--- src/rtl/master_pkg.sv ---
// rtl/master_pkg.sv - shared types and constants for the serial bus master
package master_pkg;

    localparam int ADDR_W = 16;
    localparam int DATA_W = 8;
    localparam int HDR_W  = ADDR_W + 1;
    localparam int CNT_W  = 5;

    // Terminal bit-counter values: 17 header bits (address + RW), 8 data bits
    localparam logic [CNT_W-1:0] ADDR_LAST = CNT_W'(HDR_W - 1);
    localparam logic [CNT_W-1:0] DATA_LAST = CNT_W'(DATA_W - 1);

    typedef enum logic [3:0] {
        IDLE,
        REQ,
        ADDR,
        WAIT_AACK,
        ACK_END,
        WDATA,
        WAIT_DACK,
        RDATA,
        DONE
    } state_t;

endpackage

--- src/rtl/master_if.sv ---
// rtl/master_if.sv - host-side and bus-side signal bundle of the serial bus master
interface master_if
    import master_pkg::*;
();

    logic              m_execute;
    logic              m_hold;
    logic              m_rw;
    logic [ADDR_W-1:0] m_addr;
    logic [DATA_W-1:0] m_din;
    logic [DATA_W-1:0] m_dout;
    logic              m_dvalid;
    logic              m_busy;

    logic              b_grant;
    logic              b_ack;
    logic              b_bus_in;
    logic              b_request;
    logic              b_bus_out;
    logic              b_util;

    modport master (
        input  m_execute, m_hold, m_rw, m_addr, m_din,
        input  b_grant, b_ack, b_bus_in,
        output m_dout, m_dvalid, m_busy,
        output b_request, b_bus_out, b_util
    );

    modport slave (
        output m_execute, m_hold, m_rw, m_addr, m_din,
        output b_grant, b_ack, b_bus_in,
        input  m_dout, m_dvalid, m_busy,
        input  b_request, b_bus_out, b_util
    );

endinterface

--- src/rtl/master_shift_reg.sv ---
// rtl/master_shift_reg.sv - parallel-load / serial-shift register, MSB leaves first
module master_shift_reg #(
    parameter int WIDTH = 17,
    parameter int OUT_W = WIDTH
) (
    input  logic             CLK,
    input  logic             RSTN,
    input  logic             load,
    input  logic             shift,
    input  logic [WIDTH-1:0] par_in,
    input  logic             ser_in,
    output logic [OUT_W-1:0] par_out,
    output logic             ser_out
);

    logic [WIDTH-1:0] sr_q;

    // Load wins over shift; shifting moves toward the MSB and pulls ser_in into bit 0
    always_ff @(posedge CLK or negedge RSTN) begin
        if (!RSTN) begin
            sr_q <= '0;
        end else if (load) begin
            sr_q <= par_in;
        end else if (shift) begin
            sr_q <= {sr_q[WIDTH-2:0], ser_in};
        end
    end

    assign par_out = sr_q[OUT_W-1:0];
    assign ser_out = sr_q[WIDTH-1];

endmodule

--- src/rtl/master.sv ---
// rtl/master.sv - serial bus master: request/grant, address+RW header, write or read byte
module master
    import master_pkg::*;
(
    input  logic     CLK,
    input  logic     RSTN,
    master_if.master bus
);

    state_t            state_q;
    state_t            state_d;

    logic [ADDR_W-1:0] addr_q;
    logic              rw_q;
    logic [DATA_W-1:0] din_q;
    logic [DATA_W-1:0] dout_q;
    logic [CNT_W-1:0]  cnt_q;

    logic              latch_en;
    logic              cnt_clr;
    logic              cnt_run;
    logic [CNT_W-1:0]  cnt_last;
    logic              dout_load;
    logic              sr_load;
    logic              sr_shift;
    logic [HDR_W-1:0]  sr_par_in;
    logic [DATA_W-2:0] sr_low;
    logic              sr_msb;

    // The same register serialises the header, then the write byte, or collects the read byte
    master_shift_reg #(
        .WIDTH (HDR_W),
        .OUT_W (DATA_W - 1)
    ) u_shift_reg (
        .CLK     (CLK),
        .RSTN    (RSTN),
        .load    (sr_load),
        .shift   (sr_shift),
        .par_in  (sr_par_in),
        .ser_in  (bus.b_bus_in),
        .par_out (sr_low),
        .ser_out (sr_msb)
    );

    // State register
    always_ff @(posedge CLK or negedge RSTN) begin
        if (!RSTN) begin
            state_q <= IDLE;
        end else begin
            state_q <= state_d;
        end
    end

    // Next state and datapath strobes; losing the grant anywhere on the bus abandons the transfer
    always_comb begin
        state_d   = state_q;
        latch_en  = 1'b0;
        cnt_clr   = 1'b0;
        dout_load = 1'b0;
        sr_load   = 1'b0;
        sr_shift  = 1'b0;
        sr_par_in = '0;
        case (state_q)
            IDLE: begin
                if (bus.m_execute && bus.m_hold) begin
                    latch_en = 1'b1;
                    state_d  = REQ;
                end
            end
            REQ: begin
                if (bus.b_grant) begin
                    cnt_clr   = 1'b1;
                    sr_load   = 1'b1;
                    sr_par_in = {addr_q, rw_q};
                    state_d   = ADDR;
                end
            end
            ADDR: begin
                if (!bus.b_grant) begin
                    state_d = IDLE;
                end else begin
                    sr_shift = 1'b1;
                    if (cnt_q == ADDR_LAST) begin
                        state_d = WAIT_AACK;
                    end
                end
            end
            WAIT_AACK: begin
                if (!bus.b_grant) begin
                    state_d = IDLE;
                end else if (bus.b_ack) begin
                    state_d = ACK_END;
                end
            end
            ACK_END: begin
                if (!bus.b_grant) begin
                    state_d = IDLE;
                end else if (!bus.b_ack) begin
                    cnt_clr = 1'b1;
                    if (rw_q) begin
                        sr_load   = 1'b1;
                        sr_par_in = {din_q, {(HDR_W - DATA_W){1'b0}}};
                        state_d   = WDATA;
                    end else begin
                        state_d = RDATA;
                    end
                end
            end
            WDATA: begin
                if (!bus.b_grant) begin
                    state_d = IDLE;
                end else begin
                    sr_shift = 1'b1;
                    if (cnt_q == DATA_LAST) begin
                        state_d = WAIT_DACK;
                    end
                end
            end
            WAIT_DACK: begin
                if (!bus.b_grant) begin
                    state_d = IDLE;
                end else if (bus.b_ack) begin
                    state_d = DONE;
                end
            end
            RDATA: begin
                if (!bus.b_grant) begin
                    state_d = IDLE;
                end else begin
                    sr_shift = 1'b1;
                    if (cnt_q == DATA_LAST) begin
                        dout_load = 1'b1;
                        state_d   = DONE;
                    end
                end
            end
            DONE: begin
                state_d = IDLE;
            end
            default: begin
                state_d = IDLE;
            end
        endcase
    end

    assign cnt_run  = (state_q == ADDR) || (state_q == WDATA) || (state_q == RDATA);
    assign cnt_last = (state_q == ADDR) ? ADDR_LAST : DATA_LAST;

    // Bit counter: cleared on entry to a serial phase, then saturates at that phase's last bit
    always_ff @(posedge CLK or negedge RSTN) begin
        if (!RSTN) begin
            cnt_q <= '0;
        end else if (cnt_clr) begin
            cnt_q <= '0;
        end else if (cnt_run && (cnt_q != cnt_last)) begin
            cnt_q <= cnt_q + CNT_W'(1);
        end
    end

    // Capture the host request once so later host activity cannot disturb the transfer
    always_ff @(posedge CLK or negedge RSTN) begin
        if (!RSTN) begin
            addr_q <= '0;
            rw_q   <= 1'b0;
            din_q  <= '0;
        end else if (latch_en) begin
            addr_q <= bus.m_addr;
            rw_q   <= bus.m_rw;
            din_q  <= bus.m_din;
        end
    end

    // Read result: the eighth sampled bit completes the byte on the edge into DONE
    always_ff @(posedge CLK or negedge RSTN) begin
        if (!RSTN) begin
            dout_q <= '0;
        end else if (dout_load) begin
            dout_q <= {sr_low, bus.b_bus_in};
        end
    end

    assign bus.b_util    = (state_q == ADDR) || (state_q == WDATA);
    assign bus.b_bus_out = bus.b_util & sr_msb;
    assign bus.b_request = (state_q != IDLE) && (state_q != DONE);
    assign bus.m_dvalid  = (state_q == DONE);
    assign bus.m_busy    = (state_q != IDLE);
    assign bus.m_dout    = dout_q;

endmodule

--- src/flat_wrapper.sv ---
// flat-port wrapper written by rule: the top's interface ports become plain ports
module master_flat import master_pkg::*;
  (CLK, RSTN, bus_m_execute, bus_m_hold, bus_m_rw, bus_m_addr, bus_m_din, bus_b_grant, bus_b_ack, bus_b_bus_in, bus_m_dout, bus_m_dvalid, bus_m_busy, bus_b_request, bus_b_bus_out, bus_b_util);
  master_if bus_i ();
  input  logic CLK;
  input  logic RSTN;
  input wire logic [$bits(bus_i.m_execute)-1:0] bus_m_execute;
  input wire logic [$bits(bus_i.m_hold)-1:0] bus_m_hold;
  input wire logic [$bits(bus_i.m_rw)-1:0] bus_m_rw;
  input wire logic [$bits(bus_i.m_addr)-1:0] bus_m_addr;
  input wire logic [$bits(bus_i.m_din)-1:0] bus_m_din;
  input wire logic [$bits(bus_i.b_grant)-1:0] bus_b_grant;
  input wire logic [$bits(bus_i.b_ack)-1:0] bus_b_ack;
  input wire logic [$bits(bus_i.b_bus_in)-1:0] bus_b_bus_in;
  output wire logic [$bits(bus_i.m_dout)-1:0] bus_m_dout;
  output wire logic [$bits(bus_i.m_dvalid)-1:0] bus_m_dvalid;
  output wire logic [$bits(bus_i.m_busy)-1:0] bus_m_busy;
  output wire logic [$bits(bus_i.b_request)-1:0] bus_b_request;
  output wire logic [$bits(bus_i.b_bus_out)-1:0] bus_b_bus_out;
  output wire logic [$bits(bus_i.b_util)-1:0] bus_b_util;
  assign bus_i.m_execute = bus_m_execute;
  assign bus_i.m_hold = bus_m_hold;
  assign bus_i.m_rw = bus_m_rw;
  assign bus_i.m_addr = bus_m_addr;
  assign bus_i.m_din = bus_m_din;
  assign bus_i.b_grant = bus_b_grant;
  assign bus_i.b_ack = bus_b_ack;
  assign bus_i.b_bus_in = bus_b_bus_in;
  assign bus_m_dout = bus_i.m_dout;
  assign bus_m_dvalid = bus_i.m_dvalid;
  assign bus_m_busy = bus_i.m_busy;
  assign bus_b_request = bus_i.b_request;
  assign bus_b_bus_out = bus_i.b_bus_out;
  assign bus_b_util = bus_i.b_util;
  master u_core (.CLK(CLK), .RSTN(RSTN), .bus(bus_i));
endmodule
--- config.mk ---
export PLATFORM = sky130hd
export DESIGN_NAME = master_flat
export DESIGN_NICKNAME = d
export VERILOG_FILES = /design/src/rtl/master_pkg.sv /design/src/rtl/master_if.sv /design/src/rtl/master_shift_reg.sv /design/src/rtl/master.sv /design/src/flat_wrapper.sv
export SDC_FILE = /design/constraint.sdc
export NUM_CORES = 1
export LEC_CHECK = 0
export BUFFER_PORTS_ARGS = -buffer_cell sky130_fd_sc_hd__buf_2
export CAP_MARGIN = 20
export CORE_MARGIN = 1.5
export CORE_UTILIZATION = 45
export DETAILED_ROUTE_END_ITERATION = 12
export PLACE_DENSITY = 0.73
export SKIP_LAST_GASP = 1
export SLEW_MARGIN = 20
export SYNTH_ARGS = -nofsm -noshare
export SYNTH_HDL_FRONTEND = slang
export SYNTH_SLANG_ARGS = --single-unit
export TNS_END_PERCENT = 1
--- constraint.sdc ---
create_clock -name CLK -period 3 [get_ports CLK]
set_clock_uncertainty 0.15 [all_clocks]
set_input_delay 0.3 -clock CLK [delete_from_list [all_inputs] [get_ports CLK]]
set_output_delay 0.3 -clock CLK [all_outputs]
set_load 0.02 [all_outputs]
==> results of run 1 <==
==> synth_stat cells (all sizes together), types with 2 or more instances <==
library cell / instances
or3: 3
inv: 6
o21ai: 13
nor2: 16
nand3: 3
dfrtp: 59
nor3b: 2
nor3: 5
a31oi: 2
nand2: 33
buf: 13
o211ai: 4
a21oi: 3
and4b: 2
mux2i: 4
ha: 2
mux2: 32
o31ai: 3
and2: 2
a21o: 2
o21a: 8
a222oi: 7
nor2b: 2
==> sequential cells by signal, indices dropped and copies added (netlist names) <==
signal	count
u_core.cnt_q	5
u_core.u_shift_reg.sr_q	17
u_core.rw_q	1
u_core.din_q	8
u_core.bus.m_dout	8
u_core.state_q	4
u_core.addr_q	16
==> layer usage <==
layer	up-vias	wire length, um
met2	39	2600
met1	1001	2600
li1	966	-
met4	0	89
met3	8	232
met5	-	0
==> worst max path at each step <==
| stage | to | slack, ns | depth (start not counted) |
|---|---|---|---|
| floorplan | u_core.addr_q[10] | 1.07 | 6 |
| global placement | u_core.din_q[4] | 0.79 | 4 |
| detailed placement | u_core.addr_q[15] | 0.77 | 4 |
| CTS | bus_b_bus_out | 0.70 | 4 |
| global route | u_core.u_shift_reg.sr_q[16] | 0.57 | 6 |
| finish | bus_b_bus_out | 0.72 | 4 |
==> metrics by stage <==
stage / utilization (%) / worst slack [ns] / instance area [um2]
CTS: 54.8 / 0.700 / 3280
finish: 55.0 / 0.721 / 3290
detailed placement: 51.2 / 0.770 / 3070
floorplan: - / 1.07 / 2820
global route: 55.0 / 0.569 / 3290
global placement: 51.2 / 0.791 / 3070
==> worst register-to-register path: stages (launching register included) <==
cell	delay, ns
dfrtp_1	0.63
nand3b_1	0.27
nor3_2	0.16
buf_4	0.27
or2_1	0.33
a21oi_1	0.07
a221o_1	0.27
==> logic make-up after synthesis <==
family,synth area share (%)
xor+xnor,0.621
mux,14.2
flops,52.4
buf+inv,4.17
fa+ha+maj,0.887
compound gates,12.6
simple gates,15.1
==> layout make-up <==
| type | count | area [um2] |
|---|---|---|
| Inverter | 6 | 22.5 |
| Sequential cell | 59 | 1480 |
| Clock buffer | 14 | 183 |
| Clock inverter | 1 | 30.0 |
| Tap cell | 75 | 93.8 |
| Fill cell | 528 | 2700 |
| Timing Repair Buffer | 49 | 263 |
| Multi-Input combinational cell | 164 | 1230 |
==> what timing repair did <==
action | CTS | global route
hold endpoints to repair | 0 | 43
setup endpoints to repair | 0 | 0
hold buffers | 0 | 1
buffers inserted | 0 | 0
==> power by group through the flow <==
stage | clock [mW] | sequential, mW | combinational [mW]
floorplan | 0 | 1.29 | 0.872
global placement | 0 | 1.40 | 0.961
detailed placement | 0 | 1.41 | 0.989
CTS | 0.769 | 1.40 | 1.00
global route | 0.809 | 1.45 | 1.10
finish | 0.758 | 1.41 | 0.992
==> results_dict.tcl, run 1 <==
set metrics [dict create \
    dieArea_um2 6750 \
    grt-ovfl-total 0 \
    hp-class "in2reg" \
    critical_path_buf_inv_count 1 \
    ys.warnings.count 0 \
    cpMaxStageDelayCell "dfrtp_1" \
    powerDensity_nw_per_um2 958 \
    wl_per_cell_um 15.0 \
    async_reset_ff_share_pct 100 \
    layout.cells.non_filler 368 \
    htree_levels 3 \
    min_path_cells 2 \
    cts.sinks 59 \
    via_count 2014 \
    gr-max-usage-layer "met2" \
    synth_top_cell_by_area "dfrtp_1" \
    seq_power_share_pct 44.6 \
    dp.cells 352 \
    clock_tree.buffer_depth 2 \
    clkPwrFrac_pct 24.0 \
    dpl.hpwl_mm 3.68 \
    cp.required_ns 2.55 \
    hold_end "u_core.din_q[6]" \
    viasPerCell 5.47 \
    gp_congestion 0.824 \
    power_mw 3.16 \
    cts_buffers 9 \
    regToRegSetupSlack_ns 0.73 \
    worst_pin_slew_ns 0.750 \
    grt_usage_pct 18.5 \
    crit_type "reg2out" \
    fin_crit_sh_pct 76.0 \
    layout-drive-gt1-share_pct 36.2 \
    synthCells 242 \
    initial_utilization_pct 47.1 \
    nets 323 \
    synthTopCellsByArea "dfrtp_1, mux2_2, nand2_1, a222oi_1, o21ai_0" \
    core_area_um2 5990 \
    ys_seq_area_share_pct 52.4 \
    synth_ff_type "dfrtp_1" \
    use_met3_pct 4.40 \
    drcViolationCount 0 \
    power.switching_mw 1.06 \
    cts_root_buf "clkbuf_8" \
    yosysTopAreaCellShare_pct 52.4 \
    end_kind "output pin" \
    worstReg2RegEnd "u_core.u_shift_reg.sr_q[16]" \
    clk_latency_ns 0.34 \
    mostFrequentLayoutCell "dfrtp_1" \
    die_width_um 82.2 \
    setup_tns_ns 0 \
    hold_viol 0 \
    grt_max_degree 46 \
    final_cell_mix "dfrtp_1, buf_2, nand2_1" \
    final-setup-viol-count 0 \
    cts_tree "yes" \
    maxCapViolCount 0 \
    wirelength_mm 5.52 \
    ys_seq_elements 59 \
    outcome "finished, final reports clean" \
    dr.pass1.iters 4 \
    timing.rr.start "u_core.state_q[0]" \
    synth_area_per_cell_um2 11.7 \
    combPwrFrac_pct 31.4 \
    critPathMaxFanout 16 \
    max_stage_delay_ns 0.55 \
    ff2ff_path_depth 6 \
    drt_iter0_drc 120 \
    startpoint_type "flip-flop" \
    p_leak_nw 1.53 \
    antenna_found_initial 0 \
    synth_edf_count 0 \
    ir_worst_vdd_uv 486 \
    cp-startpoint "u_core.state_q[2]" \
    holdWs_ns 0.0282 \
    ant_nets 0 \
    ios 45 \
    grt_pass1_wl_mm 9.14 \
    fmax_mhz 439 \
    num_antenna_cells 0 \
    rows 28 \
    grtUsageMet2_pct 28.2 \
    period_minus_slack_ns 2.28 \
    cp_top_family "simple AND/OR/NAND/NOR gates" \
    switching_share_pct 33.7 \
    grt_use_met1_pct 24.1 \
    area_growth_pct 16.8 \
    cts_resized 0 \
    rsz0062_at_grt "no" \
    arrival_ns 1.83 \
    grt_pass1_vias 1931 \
    worstPathCellList "or3b_4 -> o21ai_0 -> and3_1 -> buf_2" \
    syn_nets 276 \
    clkSlewWorstSetupHoldPaths_ns 0.06 \
    fp.dieH_um 82.2 \
    hp-start "bus_m_din[6]" \
    synth_cell_types 50 \
    slew_headroom_pct 49.9 \
    synth_area_um2 2820 \
    slew_viol_final 0 \
    intPower_mw 2.09 \
    port_buffers 44 \
]
No activity file was read; power rests on OpenSTA's default activity.
==> inputs of run 2 (changes only) <==
--- a/config.mk
+++ b/config.mk
@@ -10,7 +10,7 @@
 export CORE_MARGIN = 1.5
 export CORE_UTILIZATION = 45
 export DETAILED_ROUTE_END_ITERATION = 12
-export PLACE_DENSITY = 0.73
+export PLACE_DENSITY = 0.75
 export SKIP_LAST_GASP = 1
 export SLEW_MARGIN = 20
 export SYNTH_ARGS = -nofsm -noshare
==> constraint.sdc (replaced) <==
create_clock -name CLK -period 1.86 [get_ports CLK]
set_clock_uncertainty 0.15 [all_clocks]
set_input_delay 0.186 -clock CLK [delete_from_list [all_inputs] [get_ports CLK]]
set_output_delay 0.186 -clock CLK [all_outputs]
set_load 0.02 [all_outputs]
==> run 2 against run 1 <==
The run now ends with negative setup slack left. Die area unchanged. Register-to-register slack worse by 0.74 ns. Count of clock-buffer cells in the layout fell by 4. Cell count increased by 13%. Sequential power grew 55%. Flip-flop and latch count unchanged. Core utilization increased by 7.7 points. Clock power increased by 20%. Non-clock buffer count up 50. Final area up 14%. Sequential share of layout area decreased by 5.5 points. Largest cell class unchanged.
==> results_dict.tcl, run 2 (synthesis results as in run 1) <==
set metrics [dict create \
    ant_nets 0 \
    wirelength_mm 6.17 \
    dpl.hpwl_mm 4.02 \
    rsz0062_at_grt "yes" \
    period_minus_slack_ns 1.89 \
    cp_top_family "simple AND/OR/NAND/NOR gates" \
    crit_type "reg2out" \
    dieArea_um2 6750 \
    clkSlewWorstSetupHoldPaths_ns 0.06 \
    max_stage_delay_ns 0.44 \
    slew_headroom_pct 66.5 \
    outcome "complete, but fails checks" \
    slew_viol_final 0 \
    gp_congestion 0.869 \
    htree_levels 3 \
    cts_buffers 9 \
    wl_per_cell_um 14.9 \
    timing.final.ws_setup_ns -0.0274 \
    nets 373 \
    core_area_um2 5990 \
    viasPerCell 5.36 \
    grt_pass1_wl_mm 10.4 \
    mostFrequentLayoutCell "dfrtp_1" \
    layout.cells.non_filler 414 \
    violations "negative setup slack" \
    rows 28 \
    end_kind "output pin" \
    p_leak_nw 1.75 \
    arrival_ns 1.55 \
    stdcell_area_um2 3760 \
    cts_tree "yes" \
    drcViolationCount 0 \
    cts.sinks 59 \
    dr.pass1.iters 4 \
    critPathMaxFanout 5 \
    final_cell_mix "dfrtp_1, buf_2, nand2_1" \
    fin_crit_sh_pct 101 \
    num_antenna_cells 0 \
    fillers 464 \
    final-setup-viol-count 3 \
    startpoint_type "flip-flop" \
    cp.required_ns 1.52 \
    ir_worst_vdd_uv 996 \
    initial_utilization_pct 47.1 \
    largest_reg_flops 17 \
    maxCapViolCount 0 \
    sequential_cell_area_um2 1480 \
    grt_pass1_vias 2267 \
    ios 45 \
    worstPathCellList "or3b_4 -> o21ai_2 -> and3_1 -> buf_4" \
    holdWs_ns 0.158 \
    top_register "u_core.u_shift_reg.sr_q" \
    via_count 2219 \
    worst_pin_slew_ns 0.500 \
    grt_max_degree 60 \
    area_growth_pct 33.2 \
    reg.largest.list "u_core.u_shift_reg.sr_q x17, u_core.addr_q x16" \
    clock_tree.buffer_depth 2 \
    grt-ovfl-total 0 \
    cts_root_buf "clkbuf_8" \
    layout-drive-gt1-share_pct 40.4 \
    multi_input_area_um2 1280 \
    port_buffers 44 \
    critical_path_buf_inv_count 1 \
    fmax_mhz 530 \
    grt_usage_pct 20.9 \
    fp.dieH_um 82.2 \
    drt_iter0_drc 161 \
    antenna_found_initial 0 \
    dp.cells 370 \
    clk_latency_ns 0.33 \
    powerDensity_nw_per_um2 1380 \
    hp-class "in2reg" \
    place_area_um2 3240 \
    cpMaxStageDelayCell "or3b_4" \
    hold_viol 0 \
    die_width_um 82.2 \
]
-- run 2: path summary, 6_finish.rpt --
path	to	slack, ns	cells after the start	start
max	bus_b_bus_out	-0.03	4	u_core.state_q[2]
min	u_core.state_q[1]	0.16	3	bus_b_grant
max reg2reg	u_core.state_q[2]	-0.01	6	u_core.cnt_q[0]
min reg2reg	u_core.u_shift_reg.sr_q[15]	0.32	2	u_core.u_shift_reg.sr_q[15]
max in group asynchronous	u_core.state_q[3]	1.06	3	RSTN
min in group asynchronous	u_core.bus.m_dout[4]	0.24	3	RSTN
-- run 2: worst min-delay path: stages --
cell and delay (ns):
buf_2 0.15, a31oi_1 0.17, o31ai_2 0.08
-- run 2: report_power, final --
| group | internal (mW) | total [mW] | switching (mW) | leakage, nW |
|---|---|---|---|---|
| clock | 0.479 | 0.913 | 0.434 | 0.0758 |
| sequential | 1.83 | 2.19 | 0.368 | 0.731 |
| combinational | 1.06 | 2.07 | 1.01 | 0.946 |
-- run 2: cell type report --
type | instances | share of cell area, %
Clock buffer | 10 | 3.66
Clock inverter | 1 | 0.133
Inverter | 6 | 0.599
Multi-Input combinational cell | 164 | 34.0
Sequential cell | 59 | 39.4
Tap cell | 75 | 2.50
Timing Repair Buffer | 99 | 19.8
-- run 2: repair_timing --
action / in CTS / in global routing
gates resized for setup: 4 / 15
setup buffers: 2 / 4
hold endpoints to repair: 85 / 0
gates cloned: 0 / 0
endpoints found under the setup margin: 8 / 60
hold buffers: 27 / 0
pin swaps: 0 / 4
-- run 2: routing by layer --
layer	global-route usage (%)	wire, um
met2	34.8	3140
met4	7.97	62
met5	0	0
met3	4.40	251
met1	26.7	2710
-- run 2: per-stage QoR --
step	power, mW	utilization (%)	setup TNS [ns]	setup slack (ns)
final	5.18	62.7	-0.0357	-0.0274
after global routing	5.56	62.7	-3.20	-0.141
after CTS	5.09	61.4	-0.155	-0.0447
after detailed placement	4.07	54.2	0	0.000759
after global placement	3.97	54.2	0	0.0376
after floorplan	3.50	-	0	0.0182
